==> src/rtl/pipe_stage_reg_pkg.sv <==
// Shared pipeline definitions: per-boundary payload widths, control-strobe widths
// and the stage occupancy encoding.
package pipe_stage_reg_pkg;

  // Decode/execute boundary payload and its low control-strobe field
  localparam int unsigned DE_PAYLOAD_W = 32;
  localparam int unsigned DE_CTRL_W    = 4;

  // Default build uses the skid buffer so the upstream ready is a flop
  localparam bit PS_SKID_DEFAULT = 1'b1;

  // Number of valid entries held by a skid-buffered stage
  typedef enum logic [1:0] {
    PS_EMPTY = 2'd0,
    PS_ONE   = 2'd1,
    PS_TWO   = 2'd2
  } ps_state_e;

endpackage : pipe_stage_reg_pkg

==> src/rtl/pipe_stage_reg.sv <==
// Generic inter-stage pipeline register: valid/ready handshake, synchronous
// flush, optional 2-entry skid buffer, control strobes masked on bubbles.
module pipe_stage_reg
  import pipe_stage_reg_pkg::*;
#(
  parameter int unsigned WIDTH      = DE_PAYLOAD_W,
  parameter int unsigned CTRL_WIDTH = DE_CTRL_W,
  parameter bit          SKID       = PS_SKID_DEFAULT
) (
  input  logic             clk,
  input  logic             rst,
  input  logic             flush_i,
  input  logic             in_valid_i,
  output logic             in_ready_o,
  input  logic [WIDTH-1:0] in_data_i,
  output logic             out_valid_o,
  input  logic             out_ready_i,
  output logic [WIDTH-1:0] out_data_o
);

  // Ones over the control-strobe field; shifting by WIDTH yields an all-ones mask
  localparam logic [WIDTH-1:0] CTRL_MASK = ~({WIDTH{1'b1}} << CTRL_WIDTH);

  logic             w_valid;
  logic [WIDTH-1:0] w_data;

  if (SKID) begin : g_skid
    ps_state_e        r_state;
    ps_state_e        w_state_nxt;
    logic [WIDTH-1:0] r_main;
    logic [WIDTH-1:0] r_skid;
    logic             r_in_ready;
    logic             w_in_xfer;
    logic             w_out_xfer;
    logic             w_load_main;
    logic             w_load_skid;
    logic             w_skid_to_main;

    assign w_in_xfer  = in_valid_i && r_in_ready;
    assign w_out_xfer = (r_state != PS_EMPTY) && out_ready_i;

    // Next occupancy and register-load selects; flush drops everything held and offered
    always_comb begin
      w_state_nxt    = r_state;
      w_load_main    = 1'b0;
      w_load_skid    = 1'b0;
      w_skid_to_main = 1'b0;
      case (r_state)
        PS_EMPTY: begin
          if (w_in_xfer) begin
            w_state_nxt = PS_ONE;
            w_load_main = 1'b1;
          end
        end
        PS_ONE: begin
          if (w_in_xfer && w_out_xfer) begin
            w_load_main = 1'b1;
          end else if (w_in_xfer) begin
            w_state_nxt = PS_TWO;
            w_load_skid = 1'b1;
          end else if (w_out_xfer) begin
            w_state_nxt = PS_EMPTY;
          end
        end
        PS_TWO: begin
          if (w_out_xfer) begin
            w_state_nxt    = PS_ONE;
            w_skid_to_main = 1'b1;
          end
        end
        default: w_state_nxt = PS_EMPTY;
      endcase
      if (flush_i) begin
        w_state_nxt    = PS_EMPTY;
        w_load_main    = 1'b0;
        w_load_skid    = 1'b0;
        w_skid_to_main = 1'b0;
      end
    end

    // State, payload and registered upstream ready
    always_ff @(posedge clk) begin
      if (rst) begin
        r_state    <= PS_EMPTY;
        r_main     <= '0;
        r_skid     <= '0;
        r_in_ready <= 1'b1;
      end else begin
        r_state    <= w_state_nxt;
        r_in_ready <= (w_state_nxt != PS_TWO);
        if (w_load_main) begin
          r_main <= in_data_i;
        end else if (w_skid_to_main) begin
          r_main <= r_skid;
        end
        if (w_load_skid) begin
          r_skid <= in_data_i;
        end
      end
    end

    assign w_valid    = (r_state != PS_EMPTY);
    assign w_data     = r_main;
    assign in_ready_o = r_in_ready;

  end else begin : g_single
    logic             r_valid;
    logic [WIDTH-1:0] r_data;
    logic             w_in_ready;
    logic             w_in_xfer;

    assign w_in_ready = !r_valid || out_ready_i;
    assign w_in_xfer  = in_valid_i && w_in_ready;

    // Single holding register refilled on every accepted word
    always_ff @(posedge clk) begin
      if (rst) begin
        r_valid <= 1'b0;
        r_data  <= '0;
      end else begin
        if (flush_i) begin
          r_valid <= 1'b0;
        end else if (w_in_xfer) begin
          r_valid <= 1'b1;
        end else if (r_valid && out_ready_i) begin
          r_valid <= 1'b0;
        end
        if (w_in_xfer && !flush_i) begin
          r_data <= in_data_i;
        end
      end
    end

    assign w_valid    = r_valid;
    assign w_data     = r_data;
    assign in_ready_o = w_in_ready;
  end

  // Bubbles must never carry live control strobes downstream
  always_comb begin
    out_valid_o = w_valid;
    out_data_o  = w_valid ? w_data : (w_data & ~CTRL_MASK);
  end

endmodule : pipe_stage_reg
==> config.mk <==
export PLATFORM = sky130hd
export DESIGN_NAME = pipe_stage_reg
export DESIGN_NICKNAME = d
export VERILOG_FILES = /design/src/rtl/pipe_stage_reg_pkg.sv /design/src/rtl/pipe_stage_reg.sv
export SDC_FILE = /design/constraint.sdc
export NUM_CORES = 1
export LEC_CHECK = 0
export BUFFER_PORTS_ARGS = -buffer_cell sky130_fd_sc_hd__buf_2
export CORE_MARGIN = 2
export CORE_UTILIZATION = 43
export CTS_BUF_LIST = sky130_fd_sc_hd__clkbuf_4 sky130_fd_sc_hd__clkbuf_8 sky130_fd_sc_hd__clkbuf_16
export DETAILED_ROUTE_END_ITERATION = 10
export GPL_TIMING_DRIVEN = 0
export PLACE_DENSITY_LB_ADDON = 0.3
export SLEW_MARGIN = 15
export SYNTH_ARGS = -nofsm -noshare
export SYNTH_HDL_FRONTEND = slang
export SYNTH_SLANG_ARGS = --single-unit
==> constraint.sdc <==
create_clock -name clk -period 2.5 [get_ports clk]
set_input_delay 0.25 -clock clk [delete_from_list [all_inputs] [get_ports clk]]
set_output_delay 0.25 -clock clk [all_outputs]
set_load 0.02 [all_outputs]
### Yosys cells after proc, flatten, opt, wreduce, memory -nomap -nowiden

Index checks and enable logic that the tools add are counted.

| storage, ports and cells | value |
|---|---|
| bits of input ports | 37 |
| bits in registers | 67 |
| output and inout port bits | 34 |

| cells by class | value |
|---|---|
| reduce and logical (&&, ||, !) cells | 6 |
| multiplexer cells | 20 |
| eq/ne operators | 3 |

Operators with widths:

| cell | count |
|---|---|
| $mux W32 | 2 |
| $mux W2 | 6 |
| $mux W1 | 9 |
| $pmux W2 S3 | 1 |
| $mux W4 | 1 |
| $reduce_bool A2 Y1 | 2 |
| $logic_and A1 B1 Y1 | 3 |
| $eq A2 B1 Y1 const B | 1 |
| $eq A2 B2 Y1 const B | 1 |
| $logic_not A2 Y1 | 1 |
| $ne A2 B2 Y1 const B | 1 |
| $pmux W1 S2 | 1 |

### Longest topological paths before layout

Gate-level depths: netlist of run 1.

| logic depth | value |
|---|---|
| depth after elaboration | 8 |
| depth in mapped cells | 7 |
| mapped depth without buffers | 4 |

### Worst setup path before layout of run 1

OpenSTA, ideal clock, no wires.

| timing path | value |
|---|---|
| path type | flip-flop to flip-flop |
| start point | reg g_skid.r_in_ready (netlist: in_ready_o) |
| end point | reg g_skid.r_main[22] |
| cell stages (with the launch flop) | 7 |
| required time | 2.353 ns |
| setup time | 0.147 ns |
| path slack | 0.847 ns |
| period minus slack after synthesis | 1.653 ns |
| arrival time | 1.506 ns |
| cell sequence | dfxtp_1 nand2_1 or4_1 buf_2 buf_2 nor2_1 a311oi_2 |

| on the way | value |
|---|---|
| cells in the longest elaborated chain, start to end | 6 |

Ends and longest elaborated chain:

| item | line | RTL |
|---|---|---|
| start: declaration | pipe_stage_reg.sv:32 | `logic r_in_ready;` |
| start signal: assignment | pipe_stage_reg.sv:90 | `r_in_ready <= (w_state_nxt != PS_TWO);` |
| $logic_and A1 B1 Y1 * | pipe_stage_reg.sv:39 | `assign w_in_xfer = in_valid_i && r_in_ready;` |
| $logic_and A1 B1 Y1 | pipe_stage_reg.sv:56 | `if (w_in_xfer && w_out_xfer) begin` |
| $mux W1 | pipe_stage_reg.sv:56 |  |
| $pmux W1 S2 * | pipe_stage_reg.sv:48 | `case (r_state)` |
| $mux W1 * | pipe_stage_reg.sv:73 | `if (flush_i) begin` |
| $mux W32 / $reduce_bool A2 Y1 (equally long branches) | -- |  |
| end signal: assignment | pipe_stage_reg.sv:92 | `r_main <= in_data_i;` |
| end signal: assignment | pipe_stage_reg.sv:94 | `r_main <= r_skid;` |
| end: declaration | pipe_stage_reg.sv:30 | `logic [WIDTH-1:0] r_main;` |

Every way passes the cells marked *; elsewhere a longest branch is shown, timed or not.
A chain may end at the register's enable or synchronous reset.

### Worst setup path in the final report of run 1

| timing path | value |
|---|---|
| start point | reg g_skid.r_state[1] |
| end point | reg g_skid.r_main[23] |

| on the way | value |
|---|---|
| cells in the longest elaborated chain, start to end | 7 |

Ends and longest elaborated chain:

| item | line | RTL |
|---|---|---|
| start: declaration | pipe_stage_reg.sv:28 | `ps_state_e r_state;` |
| start signal: assignment | pipe_stage_reg.sv:89 | `r_state <= w_state_nxt;` |
| $reduce_bool A2 Y1 | pipe_stage_reg.sv:40 | `assign w_out_xfer = (r_state != PS_EMPTY) && out_ready_i;` |
| $logic_and A1 B1 Y1 | pipe_stage_reg.sv:40 |  |
| $logic_and A1 B1 Y1 | pipe_stage_reg.sv:56 |  |
| $mux W1 | pipe_stage_reg.sv:56 |  |
| $pmux W1 S2 | pipe_stage_reg.sv:48 |  |
| $mux W1 | pipe_stage_reg.sv:73 |  |
| $mux W32 / $reduce_bool A2 Y1 (equally long branches) | -- |  |

Several ways; a longest one is shown, not always the timed one.

==> results of run 1 <==
[registers in the layout, summed over array words and instances, names as in the netlist]
register,flops
g_skid.r_skid,32
in_ready_o,1
g_skid.r_main,32
g_skid.r_state,2
[area by class of cell]
type,count,area [um^2],area share (%)
Sequential cell,67,1340,35.7
Clock inverter,2,10.0,0.266
Multi-Input combinational cell,245,1400,37.2
Inverter,1,3.75,0.0998
Buffer,57,362,9.62
Clock buffer,14,174,4.63
Timing Repair Buffer,70,350,9.32
Tap cell,96,120,3.19
[path summary, 6_finish.rpt]
| path | startpoint | slack (ns) | endpoint |
|---|---|---|---|
| max | g_skid.r_state[1] | 0.65 | g_skid.r_main[23] |
| min | in_data_i[1] | 0.16 | g_skid.r_skid[1] |
| max reg2reg | g_skid.r_state[1] | 0.65 | g_skid.r_main[23] |
| min reg2reg | g_skid.r_skid[2] | 0.46 | g_skid.r_skid[2] |
[layout by cell type (no fill, tap or decap), drive strengths merged]
cell and n:
a21oi 32, a311oi 32, buf 113, clkbuf 28
clkinv 2, dfxtp 67, inv 1, mux2i 2
nand2 130, nor2 34, nor2b 5, nor3 2
nor4 1, nor4b 1, o21a 1, o22a 1
or3 1, or4 2, or4b 1
[logic make-up after synthesis]
logic type,after synthesis,synth area share (%)
AND/OR/NAND/NOR,177,23.2
flip-flops,67,43.2
AO/OA/AOI/OAI,66,21.2
buffers and inverters,58,11.8
multiplexers,2,0.645
[critical path: cells and delay by family, from the launching register on]
kind                   cells  cell delay, ns
buffers and inverters      3            0.82
AND/OR/NAND/NOR            3            0.37
flip-flops                 1            0.29
AO/OA/AOI/OAI              1            0.28
[through the flow]
step                hold WS, ns  std cells  worst slack (ns)
finish                    0.160        552             0.652
global route              0.158        552             0.476
CTS                       0.149        552             0.614
detailed placement        0.447        536             0.633
global placement          0.442        536             0.689
floorplan                 0.327        370             0.847
[power groups by stage]
stage	clock, mW	combinational [mW]	sequential, mW
after floorplan	0	0.224	1.15
after global placement	0	0.318	1.16
after detailed placement	0	0.320	1.16
after CTS	0.851	0.322	1.13
after global routing	0.900	0.348	1.14
final	0.836	0.319	1.13
[routing by layer]
layer	routed length [um]	up-vias
li1	-	1369
met1	3410	1259
met2	3320	55
met3	306	7
met4	53	0
met5	0	-
==> results.md, run 1 <==
- The flow ran to the end, and the final reports show no timing, DRC or antenna violations.
- The proportion of total power due to net switching is 25.7%.
- The fill cell instance count of the final layout is 683.
- At the end of the flow, the number of nets in the layout was 488.
- The share of total power dissipated in the clock network is 36.5%.
- The number of clock sinks is 67.
- The critical path endpoint category is a flop.
- By area the synthesized netlist is led by dfxtp_1, nand2_1, a311oi_2.
- For the worst setup path, the data required time is 2.75 ns.
- The number of max-cap violations is 0.
- The cell count of the worst reg-to-reg path is 7.
- Counting the buffers created by CTS gives 9.
- The count of hold-fix buffers inserted at cts is 0.
- The core region is 6910 um^2.
- In this run the number of H-tree levels came out at 3.
- The tree is rooted in a clkbuf_8.
- Counting instances, the worst hold path has a depth of 3.
- The peak-usage layer in the global routing report is met2.
- The number of slew-limit violations in the final report is 0.
- The combined area of all synthesized cells is 3110 um^2.
- Registers are responsible for 49.5% of the overall power.
- The portion of the clock cycle consumed by the worst path in the final layout is 73.9%.
- The leading register cell type out of synthesis is dfxtp_1.
- Once detailed placement completed, the half-perimeter wirelength came to 4.95 mm.
- The highest net fanout along the worst path is 10.
- Setup repair after global routing left no endpoint under its margin.
- The path class of the tightest hold or removal check is in2reg.
- For this run, the register share of the synthesized area comes to 43.2%.
- The share of synthesized area in the top cell type comes to 43.2%.
- The number of gates resized after cts is 0.
- The total via count after detailed routing is 2690.
- Per report_power, the combinational group accounts for 14.0% of the total.
- The number of different library cells used by synthesis comes to 23.
- The count of synthesis-stage warnings from yosys is 0.
- Compared with the post-synthesis result, the final layout area differs by 21.1%.
- Post-CTS timing repair inserted 0 buffers for setup.
- The headroom to the max-slew limit is 50.2%.
- The number of global-route vias before repair is 2456.
- The largest total area in the synthesized netlist belongs to dfxtp_1.
- The average instance in the mapped netlist occupies 8.39 um^2.
- The CTS tree is yes.
- The hold violation count in the final report is 0.
- The critical path goes through buf_2, nand2_1, or3_1, clkbuf_1, clkbuf_1, nand2_1, a311oi_2.
- The switching power is 588 uW.
- The die span in y is 89.0 um.
- The DRC violation count after routing is 0.
- The initial antenna violation count is 0.
- For met1 alone, demand over resource in global routing was 24.7%.
- The number of instances in the synthesized netlist is 370.
- The maximum clock skew at final layout is 0.00675 ns.
- The worst voltage drop across the vdd grid is 0.254 mV.
- The final sum of negative setup slack is 0 ns.
- The total chip power is 2.29 mW.
- For the worst-skew pair, the clock arrives at the later sink with an insertion delay of 0.34 ns.
- The final cell utilization of the core is 54.4%.
- The total nets after synthesis is 407.
- The maximum number of pins on one net before global-route repair is 11.
- Ranked by instance count, the synthesized netlist is headed by nand2_1, dfxtp_1, nor2_1.
- Setup violations remaining at the end of the flow were counted as 0.
- Global routing used 31.1% of the available met2 tracks.
- Internal power comes to 1.70 mW.
- The violation count after the first detailed-routing iteration is 90.
- The synthesized design contains 67 register bits.
- Subtracting the final worst setup slack from the clock period gives 1.85 ns.
- The power density relative to cell area is 608 nW/um^2.
- STA puts the critical path data arrival time at 2.09 ns.
- The number of I/O port buffers is 70.
- The congestion estimate from routability-driven global placement came to 0.761.
- The final global-route overflow total is 0.
- The maximum root-to-sink buffer count is 2.
- The maximum operating frequency is 541 MHz.
- The met3 layer usage reported by global route is 4.43%.
- Pin placement for this block handled 71 I/O pins.
- STA classifies the critical path startpoint as a flop.
- The cell area after placement is 3580 um^2.
- The clock-pin transition on the worst setup and hold timing paths is 0.07 ns.
- In the final routed layout, each cell accounts on average for 12.8 um.
- The highest-delay cell along the critical path is clkbuf_1.
- The number of synthesized flops with an enable pin is 0.
- The critical path in this run is classified as reg2reg.
- In this run the remaining antenna-violating nets after routing total 0.
- For the pin with the worst max-slew slack, the measured transition is 0.747 ns.
- The final layout contains routed wiring with a total length of 7.09 mm.
- The aggregate global-route resource usage is 18.9%.
- The first global-routing pass estimated 11.6 mm of wire.
- The number of cell rows is 30.
- The pre-antenna-repair detailed-routing pass consisted of 4 iterations.
- For this run, the slowest stage of the critical path takes 0.43 ns.
- The die width is 89.0 um.
- The most common cell in the synthesized netlist is nand2_1.
- Of the cells placed in the final design, the portion with a size suffix greater than 1 is 35.7%.
- After routing the design area is 3760 um^2.
- In this run the static leakage power is 1.50 nW.
- The antenna cell count is 0.
- Once the floorplan was initialized, standard cells occupied 45.0% of the core.
- The area enclosed by the die boundary is 7920 um^2.
- After synthesis, the share of flip-flops with an asynchronous set or reset is 0%.
- Dividing the detail-routed via count by the number of cells gives 4.87.
(Power assumes the default switching activity.)
==> run 2: changes to the inputs <==
==> constraint.sdc (replaced) <==
create_clock -name clk -period 1.5 [get_ports clk]
set_input_delay 0.15 -clock clk [delete_from_list [all_inputs] [get_ports clk]]
set_output_delay 0.15 -clock clk [all_outputs]
set_load 0.02 [all_outputs]
==> results.md, run 2 (synthesis results as in run 1) <==
- The arrival time reported for the critical path endpoint is 1.82 ns (was 2.09 ns).
- The worst flop-to-flop path endpoint is g_skid.r_main[20] (was g_skid.r_main[23]).
- Registers with the most flip-flops: g_skid.r_main (32), g_skid.r_skid (32), g_skid.r_state (2) (unchanged).
- The area of the core is 6910 um^2 (unchanged).
- The capture endpoint of the worst hold path is in_ready_o (was g_skid.r_skid[1]).
- The final sum of negative setup slack is -4.93 ns (was 0 ns).
- The startpoint class of the critical path is a flop (unchanged).
- The routed wirelength normalized by instance count is 15.0 um (was 12.8 um).
- The global-route met1 utilization is 25.1% (was 24.7%).
- The maximum number of pins on one net before global-route repair is 13 (was 11).
- The final wirelength is 8.33 mm (was 7.09 mm).
- The antenna cell count is 0 (unchanged).
- The cell count of the worst reg-to-reg path is 6 (was 7).
- The share of post-route cells with drive strength above 1 is 58.7% (was 35.7%).
- The routability congestion estimate from global placement is 0.751 (was 0.761).
- The kind of cell with the highest combined delay on the critical path is simple AND/OR/NAND/NOR gates (was buffers and inverters).
- The CTS tree is yes (unchanged).
- The number of H-tree branching levels is 3 (unchanged).
- The count of pins on the block boundary came to 71 (unchanged).
- The number of slew-limit violations in the final report came to 0 (unchanged).
- The starting density of the core was 45.0% (unchanged).
- The peak-usage layer in the global routing report is met2 (unchanged).
- The total via count after detailed routing was 2838 (was 2690).
- The clock network latency to the later pin of the worst-skew pair was 0.35 ns (was 0.34 ns).
- Commonest non-fill, non-tap cells in the layout: nand2_1, buf_2, dfxtp_1 (unchanged).
- The highest cell delay on the worst timing path is 0.52 ns (was 0.43 ns).
- The number of cell rows is 30 (unchanged).
- The cell that appears most often on the critical path is buf_8.
- The highest-delay cell along the critical path is or4_4 (was clkbuf_1).
- The wire length of the first global-routing pass is 12.1 mm (was 11.6 mm).
- The worst setup slack after layout was -0.123 ns (was 0.652 ns).
- The number of iterations in the first detailed-routing pass is 4 (unchanged).
- The violation count after the first detailed-routing iteration is 80 (was 90).
- The area enclosed by the die boundary was 7920 um^2 (unchanged).
- The type of the tightest min-delay check is in2reg (unchanged).
- The power density relative to cell area was 910 nW/um^2 (was 608 nW/um^2).
- The clock-pin transition on the worst setup and hold timing paths is 0.07 ns (about the same).
- The routed via count divided by cell count is 5.10 (was 4.87).
- The number of cells traversed by the worst hold path is 2 (was 3).
- The headroom to the max-slew limit is 47.1% (was 50.2%).
- The maximum operating frequency is 616 MHz (was 541 MHz).
- The setup slack at placement was -0.354 ns (was 0.633 ns).
- The maximum root-to-sink buffer count is 2 (unchanged).
- The hold violation count in the final report is 0 (unchanged).
- The initial antenna violation count is 0 (unchanged).
- The number of buffers created by CTS came to 9 (unchanged).
- The number of max-cap violations is 0 (unchanged).
- The fill cell instance count of the final layout is 609 (was 683).
- The final reports fail on negative setup slack.
- The reg-to-reg critical path startpoint is g_skid.r_state[0] (was g_skid.r_state[1]).
- The number of global-route vias before repair is 2583 (was 2456).
- The critical path class is reg2reg (unchanged).
- The met3 layer usage reported by global route is 6.93% (was 4.43%).
- The aggregate global-route resource usage is 20.0% (was 18.9%).
- The die span in y is 89.0 um (unchanged).
- The most common cell after layout, fill and taps aside is nand2_1 (unchanged).
- The number of I/O port buffers is 70 (unchanged).
- The DRC violation count after routing is 0 (unchanged).
- The critical path endpoint category is a flop (unchanged).
- The final cell utilization of the core was 65.3% (was 54.4%).
- The global routing met2 resource utilization is 33.0% (was 31.1%).
- The clock period minus final worst setup slack is 1.62 ns (was 1.85 ns).
- The startpoint of the tightest hold check path is rst (was in_data_i[1]).
- Outcome: finished with violations (was finished, final reports clean).
- The number of clock sinks is 67 (unchanged).
- The worst reg-to-reg setup slack is -0.12 ns (was 0.65 ns).
- Crit-path cells: nor2b_4, or4_4, buf_8, buf_8, nor2_2, a311oi_2 (was buf_2, nand2_1, or3_1, clkbuf_1, clkbuf_1, nand2_1, a311oi_2).
- The worst voltage drop across the vdd grid is 0.548 mV (was 0.254 mV).
- The number of antenna-violating nets in the routed design is 0 (unchanged).
- The maximum clock skew at final layout is 0.0108 ns (was 0.00675 ns).
- The count of final setup violators is 62 (was 0).
- The portion of the clock cycle consumed by the worst path in the final layout is 108% (was 73.9%).
- The final global-route overflow total was 0 (unchanged).
- Setup repair after global routing missed its margin: true (was false).
- The required time of the critical path is 1.70 ns (was 2.75 ns).
- The slew at the pin with the worst max-slew slack is 0.794 ns (was 0.747 ns).
- The highest net fanout along the worst path is 10 (unchanged).
- The worst path buffer plus inverter count is 2 (was 3).
- The layout-stage area growth over the synthesis result is 45.2% (was 21.1%).
- The number of nets in the finished design came to 492 (was 488).
- The cell at the root of the clock tree is clkbuf_8 (unchanged).
- The detailed placer's ending HPWL came to 5.13 mm (was 4.95 mm).
- The die width is 89.0 um (unchanged).
- The leakage power figure came to 1.67 nW (was 1.50 nW).
run 2: cell types whose count changed in the layout (fill, tap and decap cells not counted), moves of 4 or more:
| cell | previous run | this run |
|---|---|---|
| nand2_1 | 130 | 99 |
| clkbuf_16 | 0 | 4 |
| a21oi_1 | 32 | 2 |
| buf_8 | 0 | 8 |
| nand2_4 | 0 | 30 |
| nor2_1 | 34 | 6 |
| a21oi_2 | 0 | 30 |
| buf_2 | 80 | 71 |
| buf_4 | 28 | 32 |
| nor2_2 | 0 | 17 |
| nor2_4 | 0 | 11 |
| clkbuf_1 | 14 | 6 |
run 2: power by group:
group	internal [mW]	switching (mW)	total [mW]
clock network	0.838	0.732	1.57
registers	1.85	0.0420	1.89
logic	0.294	0.351	0.645
total	2.98	1.13	4.10
run 2: what timing repair did:
| item | CTS | global route |
|---|---|---|
| gates resized for setup | 18 | 123 |
| cloned | 0 | 4 |
| setup endpoints to repair | 67 | 67 |
| pin swaps | 0 | 61 |
| hold buffers | 0 | 0 |
| buffers inserted | 0 | 3 |
run 2: cell type report:
| type | count | area [um^2] | area share (%) |
|---|---|---|---|
| Buffer | 54 | 463 | 10.3 |
| Clock buffer | 11 | 145 | 3.22 |
| Clock inverter | 5 | 61.3 | 1.36 |
| Inverter | 1 | 3.75 | 0.0833 |
| Multi-Input combinational cell | 245 | 1890 | 42.0 |
| Sequential cell | 67 | 1350 | 29.9 |
| Tap cell | 96 | 120 | 2.66 |
| Timing Repair Buffer | 77 | 473 | 10.5 |
run 2: worst max-delay path by stage:
stage | start | to | slack [ns] | depth (start not counted)
floorplan | g_skid.r_state[1] | g_skid.r_main[30] | 0.003 | 6
global placement | g_skid.r_state[1] | g_skid.r_main[9] | -0.31 | 7
detailed placement | g_skid.r_state[1] | g_skid.r_main[13] | -0.35 | 7
CTS | g_skid.r_state[0] | g_skid.r_main[21] | -0.10 | 6
global route | g_skid.r_state[1] | g_skid.r_main[5] | -0.17 | 5
finish | g_skid.r_state[0] | g_skid.r_main[20] | -0.12 | 6
run 2: stage by stage:
step	power, mW	std cells	area, um^2	hold slack (ns)
6_report	4.10	556	4510	0.0485
5_1_grt	4.27	556	4510	0.0493
4_1_cts	4.05	550	3930	0.0286
3_5_place_dp	2.49	536	3680	0.390
3_3_place_gp	2.48	536	3680	0.398
2_1_floorplan	2.31	370	3210	0.219
run 2: per-layer routing:
layer  part of all wire, %  vias to the layer above
li1                      -                     1392
met1                    44                     1354
met2                    50                       82
met3                   5.2                       10
met4                   1.0                        0
met5                     0                        -
==> run 3: changes to the inputs <==
--- a/config.mk
+++ b/config.mk
@@ -5,6 +5,7 @@
 export SDC_FILE = /design/constraint.sdc
 export NUM_CORES = 1
 export LEC_CHECK = 0
+export ABC_AREA = 1
 export BUFFER_PORTS_ARGS = -buffer_cell sky130_fd_sc_hd__buf_2
 export CORE_MARGIN = 2
 export CORE_UTILIZATION = 43
==> results.md, run 3 <==
- The share of post-route cells with drive strength above 1 is 27.5% (was 58.7%).
- The final cell utilization of the core was 55.3% (was 65.3%).
- The highest net fanout along the worst path is 5 (was 10).
- The number of clock sinks is 67 (unchanged).
- The number of instances in the synthesized netlist is 483 (was 370).
- The maximum number of pins on one net before global-route repair is 11 (was 13).
- The count of pins on the block boundary is 71 (unchanged).
- The wire length of the first global-routing pass is 13.0 mm (was 12.1 mm).
- The area of the core is 7330 um^2 (was 6910 um^2).
- The clock period minus final worst setup slack came to 1.44 ns (was 1.62 ns).
- The total chip power is 4.14 mW (was 4.10 mW).
- The critical path class is reg2out (was reg2reg).
- Post-synth top cells: nand2_1, nor2_1, dfxtp_1 (was nand2_1, dfxtp_1, nor2_1).
- The number of global-route vias before repair is 2840 (was 2583).
- The final global-route overflow total came to 0 (unchanged).
- The final wirelength came to 7.65 mm (was 8.33 mm).
- The share of synthesized registers carrying an async set or reset is 0% (unchanged).
- The sequential area share after synthesis was 40.9% (was 43.2%).
- The worst flop-to-flop path endpoint is g_skid.r_main[0] (was g_skid.r_main[20]).
- The combined area of all synthesized cells is 3280 um^2 (was 3110 um^2).
- The aggregate global-route resource usage is 19.4% (was 20.0%).
- The total nets after synthesis is 520 (was 407).
- The register cell area after layout is 1350 um^2 (about the same).
- The most numerous cell in the Yosys netlist is nand2_1 (unchanged).
- The hold violation count in the final report is 0 (unchanged).
- The cell count of the worst reg-to-reg path is 6 (unchanged).
- The final sum of negative setup slack was 0 ns (was -4.93 ns).
- The multi-input gate area in the final layout is 1410 um^2 (was 1890 um^2).
- The worst reg-to-reg setup slack was 0.09 ns (was -0.12 ns).
- The count of final setup violators is 0 (was 62).
- The startpoint class of the critical path is a flop (unchanged).
- The number of nets in the finished design came to 603 (was 492).
- The number of cells traversed by the worst hold path is 3 (was 2).
- The routed via count divided by cell count is 4.59 (was 5.10).
- The violation count after the first detailed-routing iteration is 158 (was 80).
- The power density relative to cell area is 1020 nW/um^2 (was 910 nW/um^2).
- The count of state elements after synthesis is 67 (unchanged).
- The clock network latency to the later pin of the worst-skew pair came to 0.35 ns (about the same).
- The worst path buffer plus inverter count is 3 (was 2).
- The number of I/O port buffers is 69 (was 70).
- The average size of a mapped cell is 6.78 um^2 (was 8.39 um^2).
- The share of Yosys cell area claimed by the top area cell type is 40.9% (was 43.2%).
- The number of slew-limit violations in the final report is 0 (unchanged).
- The type of the tightest min-delay check is in2reg (unchanged).
- The maximum root-to-sink buffer count is 2 (unchanged).
- The arrival time reported for the critical path endpoint is 1.29 ns (was 1.82 ns).
- The number of buffers created by CTS came to 9 (unchanged).
- The number of synthesized flops with an enable pin is 0 (unchanged).
- The highest-delay cell along the critical path is dfxtp_4 (was or4_4).
- Outcome: finished, final reports clean (was finished with violations).
- The required time of the critical path is 1.35 ns (was 1.70 ns).
- The fill cell instance count of the final layout is 708 (was 609).
- The maximum clock skew at final layout is 0.00843 ns (was 0.0108 ns).
- The leading register cell type out of synthesis is dfxtp_1 (unchanged).
- The portion of the clock cycle consumed by the worst path in the final layout is 96.0% (was 108%).
- Registers with the most flip-flops: g_skid.r_main (32), g_skid.r_skid (32), g_skid.r_state (2) (unchanged).
- The startpoint of the worst setup timing path is g_skid.r_state[1] (was g_skid.r_state[0]).
- The headroom to the max-slew limit is 68.2% (was 47.1%).
- The layout-stage area growth over the synthesis result is 23.7% (was 45.2%).
- The count of synthesis-stage warnings from yosys is 0 (unchanged).
- The maximum operating frequency is 695 MHz (was 616 MHz).
- The starting density of the core is 44.7% (was 45.0%).
- The detailed placer's ending HPWL is 5.40 mm (was 5.13 mm).
- The initial antenna violation count is 0 (unchanged).
- The number of iterations in the first detailed-routing pass is 4 (unchanged).
- The total via count after detailed routing is 3074 (was 2838).
- The clock-pin transition on the worst setup and hold timing paths is 0.07 ns (about the same).
- The area enclosed by the die boundary came to 8330 um^2 (was 7920 um^2).
- The most area-hungry cell type in the Yosys netlist was dfxtp_1 (unchanged).
- The CTS tree is yes (unchanged).
- The leakage power figure is 2.08 nW (was 1.67 nW).
- The number of H-tree branching levels is 3 (unchanged).
- The DRC violation count after routing is 0 (unchanged).
- The number of antenna-violating nets in the routed design is 0 (unchanged).
- The critical path endpoint category is an output pin (was flop).
- The die width is 91.3 um (was 89.0 um).
- The count of hold-fix buffers inserted at cts is 0 (unchanged).
- The die span in y is 91.3 um (was 89.0 um).
- The number of library cell types mapped by synthesis was 19 (was 23).
- The routed wirelength normalized by instance count is 11.4 um (was 15.0 um).
- The reg-to-reg critical path startpoint is g_skid.r_state[1] (was g_skid.r_state[0]).
- The most common cell after layout, fill and taps aside is nand2_1 (unchanged).
- Top post-synthesis cells by area: dfxtp_1, nand2_1, nand3_1 (was dfxtp_1, nand2_1, a311oi_2).
- The capturing element of the worst setup path is out_data_o[1] (was g_skid.r_main[20]).
- The number of cell rows is 31 (was 30).
- Commonest non-fill, non-tap cells in the layout: nand2_1, buf_2, nor2_1 (was nand2_1, buf_2, dfxtp_1).
- Crit-path cells: inv_1, nand2_2, inv_2, nor2_1, buf_4 (was nor2b_4, or4_4, buf_8, buf_8, nor2_2, a311oi_2).
- The worst voltage drop across the vdd grid is 0.549 mV (was 0.548 mV).
- The slew at the pin with the worst max-slew slack was 0.478 ns (was 0.794 ns).
- The number of cells on the critical path was 5 (was 6).
- The routability congestion estimate from global placement is 0.823 (was 0.751).
- The kind of cell with the highest combined delay on the critical path is flip-flops (was simple AND/OR/NAND/NOR gates).
- The cell at the root of the clock tree was clkbuf_8 (unchanged).
- The number of max-cap violations was 0 (unchanged).
- The antenna cell count is 0 (unchanged).
- The highest cell delay on the worst timing path was 0.39 ns (was 0.52 ns).
[run 3: cell count changes after synthesis, moves of 4 or more]
cell | previous run | this run
inv_1 | 1 | 44
clkbuf_1 | 14 | 7
nor2_1 | 34 | 71
o21ai_1 | 0 | 13
buf_2 | 10 | 20
nand3_1 | 0 | 66
nand2_1 | 130 | 99
a311oi_2 | 32 | 0
o21ai_0 | 0 | 22
nor2b_1 | 4 | 0
[run 3: worst min path at each step]
stage                  start                end  slack [ns]
2_1_floorplan  in_data_i[18]  g_skid.r_skid[18]        0.28
3_3_place_gp    in_data_i[1]   g_skid.r_skid[1]        0.39
3_5_place_dp    in_data_i[3]   g_skid.r_skid[3]        0.40
4_1_cts         in_data_i[3]   g_skid.r_skid[3]        0.03
5_1_grt        in_data_i[25]  g_skid.r_skid[25]        0.05
6_report       in_data_i[22]  g_skid.r_skid[22]        0.03
[run 3: area by class of cell]
cell class | count | area share, %
clock inverters | 1 | 0.741
repair buffers | 72 | 9.63
clock buffers | 14 | 4.60
multi-input cells | 311 | 34.7
flip-flops and latches | 67 | 33.3
inverters | 46 | 4.26
well taps | 99 | 3.06
plain buffers | 59 | 9.69
[run 3: report_power, final]
part | internal, mW | switching (mW)
logic | 0.257 | 0.345
registers | 1.86 | 0.0456
clock network | 0.960 | 0.671
[run 3: cell families (layout without fill, tap and decap cells)]
| family | after synthesis | after routing | synth area share, % |
|---|---|---|---|
| flip-flops | 67 | 67 | 40.9 |
| AND/OR/NAND/NOR | 243 | 243 | 31.8 |
| buffers and inverters | 105 | 192 | 16.8 |
| AO/OA/AOI/OAI | 68 | 68 | 10.5 |
[run 3: layer usage]
metal / GRT usage, % / wire (um) / share of wire (%)
met1: 26.3 / 3550 / 46
met2: 29.4 / 3460 / 45
met3: 3.65 / 418 / 5.5
met4: 10.1 / 216 / 2.8
met5: 0 / 0 / 0
[run 3: metrics by stage]
stage          hold slack, ns  worst slack [ns]  cells  area [um^2]
2_1_floorplan           0.285             0.125    483         3280
3_3_place_gp            0.390            0.0617    651         3740
3_5_place_dp            0.397           -0.0111    651         3740
4_1_cts                0.0322            0.0133    666         3970
5_1_grt                0.0470          -0.00473    669         4050
6_report               0.0345            0.0603    669         4050
[run 3: worst min-delay path: cells and delay by family]
family,cells,cell delay [ns]
buffers and inverters,1,0.08
and+or+nand+nor,2,0.12
[run 3: timing repair]
action	in CTS	in global routing
resized for setup	4	23
pin swaps	0	3
setup endpoints to repair	13	63
buffers inserted	0	3
